### config.mk
export PLATFORM = sky130hd
export DESIGN_NAME = instr_fetch
export DESIGN_NICKNAME = d
export VERILOG_FILES = /design/src/rtl/instr_fetch.sv
export SDC_FILE = /design/constraint.sdc
export NUM_CORES = 1
export LEC_CHECK = 0
export ABC_CLOCK_PERIOD_IN_PS = 5600
export CAP_MARGIN = 20
export CORE_MARGIN = 2
export CORE_UTILIZATION = 35
export CTS_CLUSTER_DIAMETER = 30
export DETAILED_ROUTE_END_ITERATION = 8
export GPL_ROUTABILITY_DRIVEN = 0
export GPL_TIMING_DRIVEN = 0
export PLACE_DENSITY_LB_ADDON = 0.12
export SLEW_MARGIN = 10
export SYNTH_ARGS = -nofsm -noshare
export SYNTH_HDL_FRONTEND = slang
export SYNTH_SLANG_ARGS = --single-unit
export TNS_END_PERCENT = 100
### constraint.sdc
create_clock -name clk -period 5.6 [get_ports clk]
set_input_delay 1.12 -clock clk [delete_from_list [all_inputs] [get_ports clk]]
set_output_delay 1.12 -clock clk [all_outputs]
set_load 0.03 [all_outputs]
### src/rtl/instr_fetch.sv
// Instruction fetch: PC register, single-outstanding memory read, small return FIFO, decoder delivery pulses.
// Static JAL redirection; flush clears the FIFO and turns an in-flight read into a discard.
module instr_fetch #(
  parameter int unsigned QUEUE_DEPTH = 4,
  parameter logic [31:0] RESET_PC    = 32'h0
) (
  input  logic        clk,
  input  logic        rst,
  input  logic        rdy,
  input  logic        stall,
  input  logic        flush,
  input  logic [31:0] flush_pc,
  output logic        mem_req,
  output logic [31:0] mem_addr,
  input  logic        mem_done,
  input  logic [31:0] mem_instr,
  output logic        IF_success,
  output logic [31:0] instr,
  output logic [31:0] fetch_pc
);

  localparam int unsigned PW   = $clog2(QUEUE_DEPTH);
  localparam logic [PW:0] FULL = (PW+1)'(QUEUE_DEPTH);

  typedef enum logic [1:0] {IDLE, WAIT, DISCARD} state_t;

  state_t        state_q, state_d;
  logic [31:0]   pc_q, pc_d, addr_q, addr_d, instr_q, instr_d, fpc_q, fpc_d;
  logic          req_q, req_d, succ_q, succ_d;
  logic [PW-1:0] head_q, head_d, tail_q, tail_d;
  logic [PW:0]   cnt_q, cnt_d;
  logic [31:0]   q_instr [QUEUE_DEPTH];
  logic [31:0]   q_pc    [QUEUE_DEPTH];
  logic          push, pop;
  logic [31:0]   jal_imm, next_pc;

  assign jal_imm = {{12{mem_instr[31]}}, mem_instr[19:12], mem_instr[20], mem_instr[30:21], 1'b0};
  assign next_pc = (mem_instr[6:0] == 7'b1101111) ? addr_q + jal_imm : addr_q + 32'd4;

  always_comb begin
    state_d = state_q;
    pc_d    = pc_q;
    addr_d  = addr_q;
    req_d   = req_q;
    succ_d  = 1'b0;
    instr_d = instr_q;
    fpc_d   = fpc_q;
    head_d  = head_q;
    tail_d  = tail_q;
    cnt_d   = cnt_q;
    push    = 1'b0;
    pop     = 1'b0;
    if (rdy) begin
      if (flush) begin
        // the outstanding read, if any, must still be drained from memory
        head_d = '0;
        tail_d = '0;
        cnt_d  = '0;
        pc_d   = flush_pc;
        if (state_q != IDLE) begin
          if (mem_done) begin
            state_d = IDLE;
            req_d   = 1'b0;
          end else begin
            state_d = DISCARD;
          end
        end
      end else begin
        case (state_q)
          IDLE: if (cnt_q < FULL) begin
            req_d   = 1'b1;
            addr_d  = pc_q;
            state_d = WAIT;
          end
          WAIT: if (mem_done) begin
            push    = 1'b1;
            pc_d    = next_pc;
            req_d   = 1'b0;
            state_d = IDLE;
          end
          DISCARD: if (mem_done) begin
            req_d   = 1'b0;
            state_d = IDLE;
          end
          default: state_d = IDLE;
        endcase
        if (!stall && cnt_q != '0) begin
          pop     = 1'b1;
          succ_d  = 1'b1;
          instr_d = q_instr[head_q];
          fpc_d   = q_pc[head_q];
          head_d  = head_q + PW'(1);
        end
        if (push) tail_d = tail_q + PW'(1);
        cnt_d = cnt_q + {{PW{1'b0}}, push} - {{PW{1'b0}}, pop};
      end
    end
  end

  always_ff @(posedge clk or posedge rst) begin
    if (rst) begin
      state_q <= IDLE;
      pc_q    <= RESET_PC;
      addr_q  <= '0;
      req_q   <= 1'b0;
      succ_q  <= 1'b0;
      instr_q <= '0;
      fpc_q   <= '0;
      head_q  <= '0;
      tail_q  <= '0;
      cnt_q   <= '0;
    end else begin
      state_q <= state_d;
      pc_q    <= pc_d;
      addr_q  <= addr_d;
      req_q   <= req_d;
      succ_q  <= succ_d;
      instr_q <= instr_d;
      fpc_q   <= fpc_d;
      head_q  <= head_d;
      tail_q  <= tail_d;
      cnt_q   <= cnt_d;
    end
  end

  always_ff @(posedge clk) begin
    if (push) begin
      q_instr[tail_q] <= mem_instr;
      q_pc[tail_q]    <= addr_q;
    end
  end

  assign mem_req    = req_q;
  assign mem_addr   = addr_q;
  assign IF_success = succ_q;
  assign instr      = instr_q;
  assign fetch_pc   = fpc_q;

endmodule

* Word-level counts from Yosys, hierarchy flattened
Memory sizes are Yosys's and may differ from the RTL's. A register that Yosys moved wholly into a read port is not among the register bits.
Cells that the tools add are included.
** Operators by class
- Add/subtract/negate cells :: 6
- Order comparisons :: 1
- Equality and inequality tests :: 6
- Multiplexer cells :: 33
- Bitwise operators :: 1
- Reduce and logical (&&, ||, !) cells :: 18
** Operators by type and width (number)
- $mux W32 :: 4
- $add A32 B3 Y32 const B :: 1
- $add A32 B32 Y32 :: 1
- $mux W2 :: 9
- $mux W1 :: 17
- $reduce_and A4 Y1 :: 3
- $reduce_bool A2 Y1 :: 5
- $eq A7 B7 Y1 const B :: 1
- $reduce_and A3 Y1 :: 2
- $reduce_bool A3 Y1 :: 2
- $add A2 B1 Y2 const B :: 2
- $pmux W2 S2 :: 1
- $reduce_and A2 Y1 :: 2
- $add A3 B1 Y3 :: 1
- $lt A3 B3 Y1 const B :: 1
- $mux W3 :: 1
- $ne A3 B1 Y1 const B :: 1
- $ne A3 B3 Y1 const B :: 1
- $sub A3 B1 Y3 :: 1
- $eq A2 B1 Y1 const B :: 1
- $eq A2 B2 Y1 const B :: 1
- $logic_not A2 Y1 :: 1
- $ne A2 B1 Y1 const B :: 1
- $pmux W1 S2 :: 1
- other kinds (4) :: 4
** Storage, ports and cells
- Register bits :: 75
- Bits in writable memories :: 256
- Memories kept :: 2
** Memory list
- q_instr :: words 4, bits a word 32, read ports 1, clocked after Yosys merged registers in 1, wr ports 1, line 32 : logic [31:0] q_instr [QUEUE_DEPTH];
- q_pc :: words 4, bits a word 32, read ports 1, clocked after Yosys merged registers in 1, wr ports 1, line 33 : logic [31:0] q_pc [QUEUE_DEPTH];

* Longest topological paths before layout
Gate-level depths: netlist (run 1).
- Depth in word-level cells :: 8
- Depth in mapped cells :: 12
- Depth with buffers taken out :: 12

* Least setup slack after synthesis (run 1)
OpenSTA, ideal clock, no wires.
- Path type :: input -> register
- From :: input port rdy
- To :: memory q_instr[0][0], enable pin
- Setup time :: 0.429 ns
- Arrival :: 3.340 ns
- Slack :: 1.830 ns
- Stages :: 4
- Cell sequence :: clkinv_1 -> a21oi_1 -> clkbuf_1 -> and3_1
** On the way
- Longest elaborated chain between the ends :: 3
** RTL lines
- start, declared :: line 9 : input logic rdy,
- $mux W1 :: line 53 : if (rdy) begin
- $mux W1 :: line 127 : if (push) begin
- $mux W1 (implied by the code) :: line 128 : q_instr[tail_q] <= mem_instr;
- end, declared :: line 32
Every way passes these cells.

* Worst setup path in the final report (run 1)
- From :: input port mem_instr[21]
- To :: register pc_q[31]
** On the way
- Longest elaborated chain between the ends :: 5
** RTL lines
- start, declared :: line 16 : input logic [31:0] mem_instr,
- $add A32 B32 Y32 :: line 38 : assign next_pc = (mem_instr[6:0] == 7'b1101111) ? addr_q + jal_imm : addr_q + 32'd4;
- $mux W32 :: line 38
- $mux W32 :: line 75 : WAIT: if (mem_done) begin
- $mux W32 :: line 69 : case (state_q)
- $mux W32 :: line 54 : if (flush) begin
- end signal, assigned :: line 114 : pc_q <= pc_d;
- end, declared :: line 28 : logic [31:0] pc_q, pc_d, addr_q, addr_d, instr_q, instr_d, fpc_q, fpc_d;
Every way passes these cells. The select of a mux whose other input is x is not followed.
A chain may end at the register's enable or synchronous reset.

==> metrics.yaml, run 1 <==
global_route:
  grt.overflow.total: 0
  grt_start_max_net_pins: 89
  grt_pass1_wl_um: 71800
  track_usage_pct: 19.4
  antenna_found_initial: 1
  grt_pass1_vias: 11400
worst_setup_path:
  ff2ff_path_depth: 10
  crit_required_ps: 6110
  critPathCaptureType: "register"
  slowest_stage: "clkdlybuf4s50_1"
  worstPathCellList: "clkdlybuf4s50_1, ha_1, inv_1, fa_1, nor2b_1, o211ai_1, a21o_1, a21oi_1, o22ai_2, o21ai_0, mux2i_1, nor3_1"
  cp.depth: 12
  arrival_ps: 4430
  path_buf_inv: 2
  r2r_start: "mem_addr[2]"
  crit_fanout: 5
  start_kind: "input pin"
  ff2ff_setup_slack_ps: 2340
  r2r-end: "pc_q[31]"
  path_delay_family: "compound AO/OA/AOI/OAI gates"
  crit_type: "input pin to register"
  critPathMaxStageDelay_ps: 630
pwr:
  p_sw_mw: 4.55
  intPower_mw: 9.62
  p_seq_share_pct: 31.0
  ir_drop_uv: 263
  comb_power_share_pct: 27.8
  swShare_pct: 32.1
  p_leak_nw: 8.62
  p_per_area_mw_per_mm2: 607
  clockPowerShare_pct: 41.2
drt:
  drc: 0
  vias: 11000
  antenna_left: 0
  first_iter_violations: 630
  wl_um: 48600
  wl_per_cell_um: 22.6
  first_pass_iters: 5
  vias_per_cell: 5.09
synth:
  ys_warn_count: 0
  ys_seq_area_share_pct: 64.8
  ys_seq_elements: 395
  yosys.area_share.simple_pct: 5.97
  synth_flop_cell: "edfxtp_1"
  synth_fp_nets: 1246
  syn_area_per_cell_um2: 15.2
  synth_edf_count: 256
  synth_top_family_by_area: "multiplexers"
  synth.distinct_cells: 69
  post_synth_xor_area_fraction_pct: 2.29
  async_flop_share_pct: 35.2
  synthAdderAreaFrac_pct: 3.06
  synth-compound-area-share_pct: 7.54
  netlist_area_mm2: 0.0172
  synth_mux_area_share_pct: 14.5
  syn_inst: 1135
place:
  io_buffers: 167
  hpwlAfterDp_um: 32200
  dp_cells: 1971
finish:
  area_growth_pct: 35.5
  layout_commonest_cell: "edfxtp_1"
  utilization_pct: 47.9
  final_cells: 2153
  diodes: 0
  drive_gt1_share_pct: 23.6
  fillers: 4288
  finalNetCount: 1517
  final_cell_mix: "256 x edfxtp_1, 167 x clkdlybuf4s50_1, 139 x dfrtp_1, 97 x clkbuf_16, 89 x mux2_2"
clock_tree:
  ctsHoldBuffers: 0
  cts_max_level: 3
  cts_resized: 0
  cts_made_buffers: 97
  cts_buffer_depth: 3
  cts_tree: "yes"
  clock_sinks: 395
  root_buffer: "clkbuf_16"
  cts.clk_slew.worst_paths_ps: 40
  post_cts.repair.setup_buffers: 0
  insertion_delay_ps: 630
sta:
  maxSlewViolCount: 0
  slew-limit-headroom_pct: 30.8
  min_period_over_period_pct: 69.9
  final_hold_viol_count: 0
  skew_ps: 26.6
  finalCriticalPeriod_ps: 3910
  setup_viol: 0
  worst_slew_pin_slew_ps: 1030
  rsz0062_at_grt: "false"
  fmax_ghz: 0.255
  tns_ps: 0
hold_path:
  hold_class: "register to register"
  min_to: "pc_q[11]"
  min_from: "pc_q[11]"
  whs_path_depth: 2
run_status:
  status: "completed"
floorplanning:
  ios: 168
  core.rowCount: 81
  initial_core_util_pct: 35.3
  die_area_mm2: 0.0510
  die_w_um: 226
  die-height_um: 226
  coreArea_mm2: 0.0487
run:
  cap_violations: 0
==> flip-flops by register name, indices dropped and copies added, names as in the netlist <==
signal,count
q_instr,128
state_q,2
cnt_q,3
pc_q,32
tail_q,2
fetch_pc,32
mem_addr,32
IF_success,1
head_q,2
instr,32
mem_req,1
q_pc,128
==> routing by layer <==
layer | track usage (%) | routed length, um | up-vias
li1 | - | - | 4979
met1 | 26.1 | 21500 | 5558
met3 | 4.31 | 2850 | 81
met4 | 7.16 | 1190 | 0
met2 | 30.7 | 23100 | 334
met5 | 0 | 0 | -
==> area by class of cell <==
| class | count | area (um2) | area share [%] |
|---|---|---|---|
| timing repair buffer | 172 | 1810 | 7.75 |
| buffer | 52 | 215 | 0.922 |
| sequential | 395 | 11200 | 47.8 |
| multi-input combinational | 662 | 5780 | 24.7 |
| tap | 664 | 831 | 3.56 |
| inverter | 26 | 105 | 0.450 |
| clock inverter | 67 | 893 | 3.83 |
| clock buffer | 115 | 2550 | 10.9 |
==> worst min-delay path, delay by kind of cell, from the launching register on <==
| family | cells | cell delay, ps |
|---|---|---|
| AO/OA/AOI/OAI | 1 | 60 |
| flip-flops | 1 | 340 |
| AND/OR/NAND/NOR | 1 | 40 |
==> synthesized netlist by cell type (all sizes together), types with 4 or more instances <==
cell type  number  share of area (%)
nand2          70                1.5
o21ai          59                1.7
ha             39                2.8
o22ai           4               0.18
mux2i           6               0.35
o211ai          6               0.26
a31oi           4               0.15
nor3           18               0.55
or3             8               0.29
a21o           16               0.70
mux4           64                8.4
xnor2          26                1.3
nand3          23               0.67
a21oi          59                1.8
inv            25               0.54
a221oi          6               0.30
xor2           19               0.97
clkbuf         41               0.90
a31o            4               0.20
nor2b           5               0.18
dfrtp         139                 20
nor2           48                1.1
buf            11               0.35
mux2           89                5.8
nand4          10               0.36
a211oi         10               0.44
edfxtp        256                 45
o221ai          4               0.20
and3           21               0.76
==> power groups by stage <==
stage	registers [mW]	clock network [mW]	logic, mW
floorplan	4.91	0	1.94
global placement	4.45	0	3.93
detailed placement	4.46	0	3.96
CTS	4.41	5.94	3.98
global route	4.49	6.10	4.26
finish	4.40	5.84	3.94
==> logic make-up after synthesis <==
| kind of cell | Yosys count |
|---|---|
| buffers and inverters | 78 |
| AO/OA/AOI/OAI | 201 |
| XOR/XNOR | 45 |
| adder cells (fa/ha/maj) | 41 |
| multiplexers | 159 |
| AND/OR/NAND/NOR | 216 |
| flip-flops | 395 |
==> how the worst max path moves through the flow <==
stage	start	to	slack [ps]
finish	mem_instr[21]	pc_q[31]	1690
CTS	mem_instr[21]	pc_q[31]	1660
global placement	rst	tail_q[1]	-2010
detailed placement	mem_instr[21]	pc_q[31]	1000
floorplan	rst	IF_success	760
global route	mem_instr[21]	pc_q[31]	1460
==> per-stage QoR <==
stage          power, mW  cell area [um2]  setup slack, ps  hold slack, ps
2_1_floorplan       6.85            17200              755             438
3_3_place_gp        8.38            19700            -2010             459
3_5_place_dp        8.42            19900             1000             468
4_1_cts             14.3            23400             1660             478
5_1_grt             14.8            23400             1460             503
6_report            14.2            23400             1690             477
No activity file was read; power rests on OpenSTA's default activity.
==> run 2, diff against run 1 <==
- ABC_CLOCK_PERIOD_IN_PS: 5600 -> 3600
- clock period: 5.6 -> 3.6 ns (I/O delays scaled with it)
==> metrics.yaml, run 2 (synthesis gave the netlist of run 1 again) <==
run_status:
  status: "completed"
clock_tree:
  insertion_delay_ps: 630  # about the same
  root_buffer: "clkbuf_16"
  cts_buffer_depth: 3  # unchanged
  cts_max_level: 3  # unchanged
  ctsHoldBuffers: 0  # unchanged
  clock_sinks: 395  # unchanged
  cts_made_buffers: 94  # -3.1%
  cts.clk_slew.worst_paths_ps: 50  # about the same
  cts_tree: "yes"
drt:
  drc: 0  # unchanged
  wl_met1_um: 20800  # -3.2%
  vias_per_cell: 5.10  # +0.35%
  first_iter_violations: 756  # +20%
  top_layer: "met4"
  met2_length_um: 22800  # -1.3%
  vias: 11000  # +0.30%
  antenna_left: 0  # unchanged
  dr_wl_met3_um: 3040  # +6.6%
  wl_per_cell_um: 22.3  # -1.4%
  wl_um: 47900  # -1.5%
  first_pass_iters: 5  # unchanged
place:
  hpwlAfterDp_um: 32300  # +0.36%
  io_buffers: 167  # unchanged
sta:
  min_period_over_period_pct: 94.0
  fmax_ghz: 0.296
  slew-limit-headroom_pct: 27.3  # -3.4 points
  maxSlewViolCount: 0  # unchanged
  holdWs_ps: 474  # -3.00 ps
  worst_slew_pin_slew_ps: 1080  # +51.3 ps
  setup_viol: 0  # unchanged
  finalCriticalPeriod_ps: 3380
  rsz0062_at_grt: "false"
  final_hold_viol_count: 0  # unchanged
  skew_ps: 22.2  # -4.40 ps
global_route:
  grt_pass1_wl_um: 72300  # +0.63%
  track_usage_pct: 19.4  # about the same
  grt_pass1_vias: 11400  # -0.026%
  grt.overflow.total: 0  # unchanged
  grt_start_max_net_pins: 43  # -52%
  antenna_found_initial: 1  # unchanged
worst_setup_path:
  ff2ff_path_depth: 11  # +1
  r2r-end: "pc_q[19]"
  arrival_ps: 3880  # -550 ps
  crit_required_ps: 4090  # -2020 ps
  critPathCaptureType: "register"
  slowest_stage: "clkbuf_1"
  ff2ff_setup_slack_ps: 450  # -1890 ps
  start_kind: "input pin"
  crit_fanout: 10  # +5
  path_buf_inv: 4  # +2
  path_delay_family: "buffers and inverters"
  crit_type: "input pin to register"
  r2r_start: "mem_addr[1]"
  critPathMaxStageDelay_ps: 730  # +100 ps
  worstPathCellList: "clkdlybuf4s50_1, inv_1, nand2_1, nor3_2, clkbuf_1, buf_2, mux2_2"
finish:
  drive_gt1_share_pct: 23.9  # +0.28 points
  layout_commonest_cell: "edfxtp_1"
  diodes: 0  # unchanged
  top_regs: "q_instr (128), q_pc (128)"
  final_cell_mix: "256 x edfxtp_1, 165 x clkdlybuf4s50_1, 139 x dfrtp_1, 96 x clkbuf_16, 89 x mux2_2"
  area_growth_pct: 36.2
  finalNetCount: 1517  # unchanged
  utilization_pct: 48.1  # +0.23 points
floorplanning:
  initial_core_util_pct: 35.3  # unchanged
  coreArea_mm2: 0.0487  # unchanged
  die-height_um: 226  # unchanged
  ios: 168  # unchanged
  core.rowCount: 81  # unchanged
  die_w_um: 226  # unchanged
  die_area_mm2: 0.0510  # unchanged
hold_path:
  hold_class: "register to register"
  min_to: "pc_q[3]"
  min_from: "pc_q[3]"
  whs_path_depth: 2  # unchanged
pwr:
  ir_drop_uv: 397  # +51%
  p_per_area_mw_per_mm2: 944  # +55%
  p_leak_nw: 8.68  # +0.66%
run:
  cap_violations: 0  # unchanged
-- run 2: changes by cell type in the layout (fill, tap and decap cells not counted), moves of 3 or more --
cell,before,now
buf_12,0,3
bufinv_16,17,20
clkbuf_1,52,45
clkbuf_8,6,9
clkinv_1,6,9
inv_6,7,3
-- run 2: layout make-up --
class,instances,area (um2)
buffer,52,215
clock buffer,110,2540
clock inverter,68,950
fill,4244,25300
inverter,26,101
multi-input combinational,662,5780
sequential,395,11200
tap,664,831
timing repair buffer,175,1870
-- run 2: worst min-delay path, stage by stage, from the launching register on --
cell	delay, ps
dfrtp_1	330
nand2_1	40
o21ai_0	60
-- run 2: per-stage QoR --
| step | std cells | instance area [um2] | setup WS, ps | power (mW) | setup TNS [ps] |
|---|---|---|---|---|---|
| floorplan | 1135 | 17200 | 230 | 10.7 | 0 |
| global placement | 1966 | 19700 | -2630 | 13.0 | -776770 |
| detailed placement | 1974 | 20000 | -610 | 13.1 | -64590 |
| CTS | 2152 | 23500 | 6.56 | 22.4 | 0 |
| global route | 2152 | 23500 | 41.8 | 23.2 | 0 |
| finish | 2152 | 23500 | 217 | 22.1 | 0 |
-- run 2: repair_timing --
item / in CTS / in global routing
resized for setup: 0 / 3
setup buffers: 0 / 0
endpoints found under the setup margin: 0 / 3
-- run 2: worst max path at each step --
stage | from | slack (ps) | depth (start not counted) | end
2_1_floorplan | rdy | 230 | 4 | q_instr[0][0]
3_3_place_gp | rdy | -2630 | 5 | q_instr[1][1]
3_5_place_dp | mem_instr[21] | -610 | 12 | pc_q[31]
4_1_cts | mem_instr[21] | 7 | 12 | pc_q[31]
5_1_grt | flush | 40 | 7 | fetch_pc[14]
6_report | flush | 220 | 7 | fetch_pc[14]
-- run 2: report_power, final --
group	switching, mW	total [mW]	leakage [nW]	internal (mW)
registers	0.920	6.82	4.03	5.90
clock network	2.72	9.19	1.68	6.48
logic	3.35	6.13	2.97	2.78
total	6.99	22.1	8.68	15.2
-- run 2: layer usage --
metal / global-route usage (%) / vias up
met4: 7.11 / 0
met2: 30.7 / 358
met1: 26.1 / 5557
li1: - / 4988
met5: 0 / -
met3: 4.33 / 82
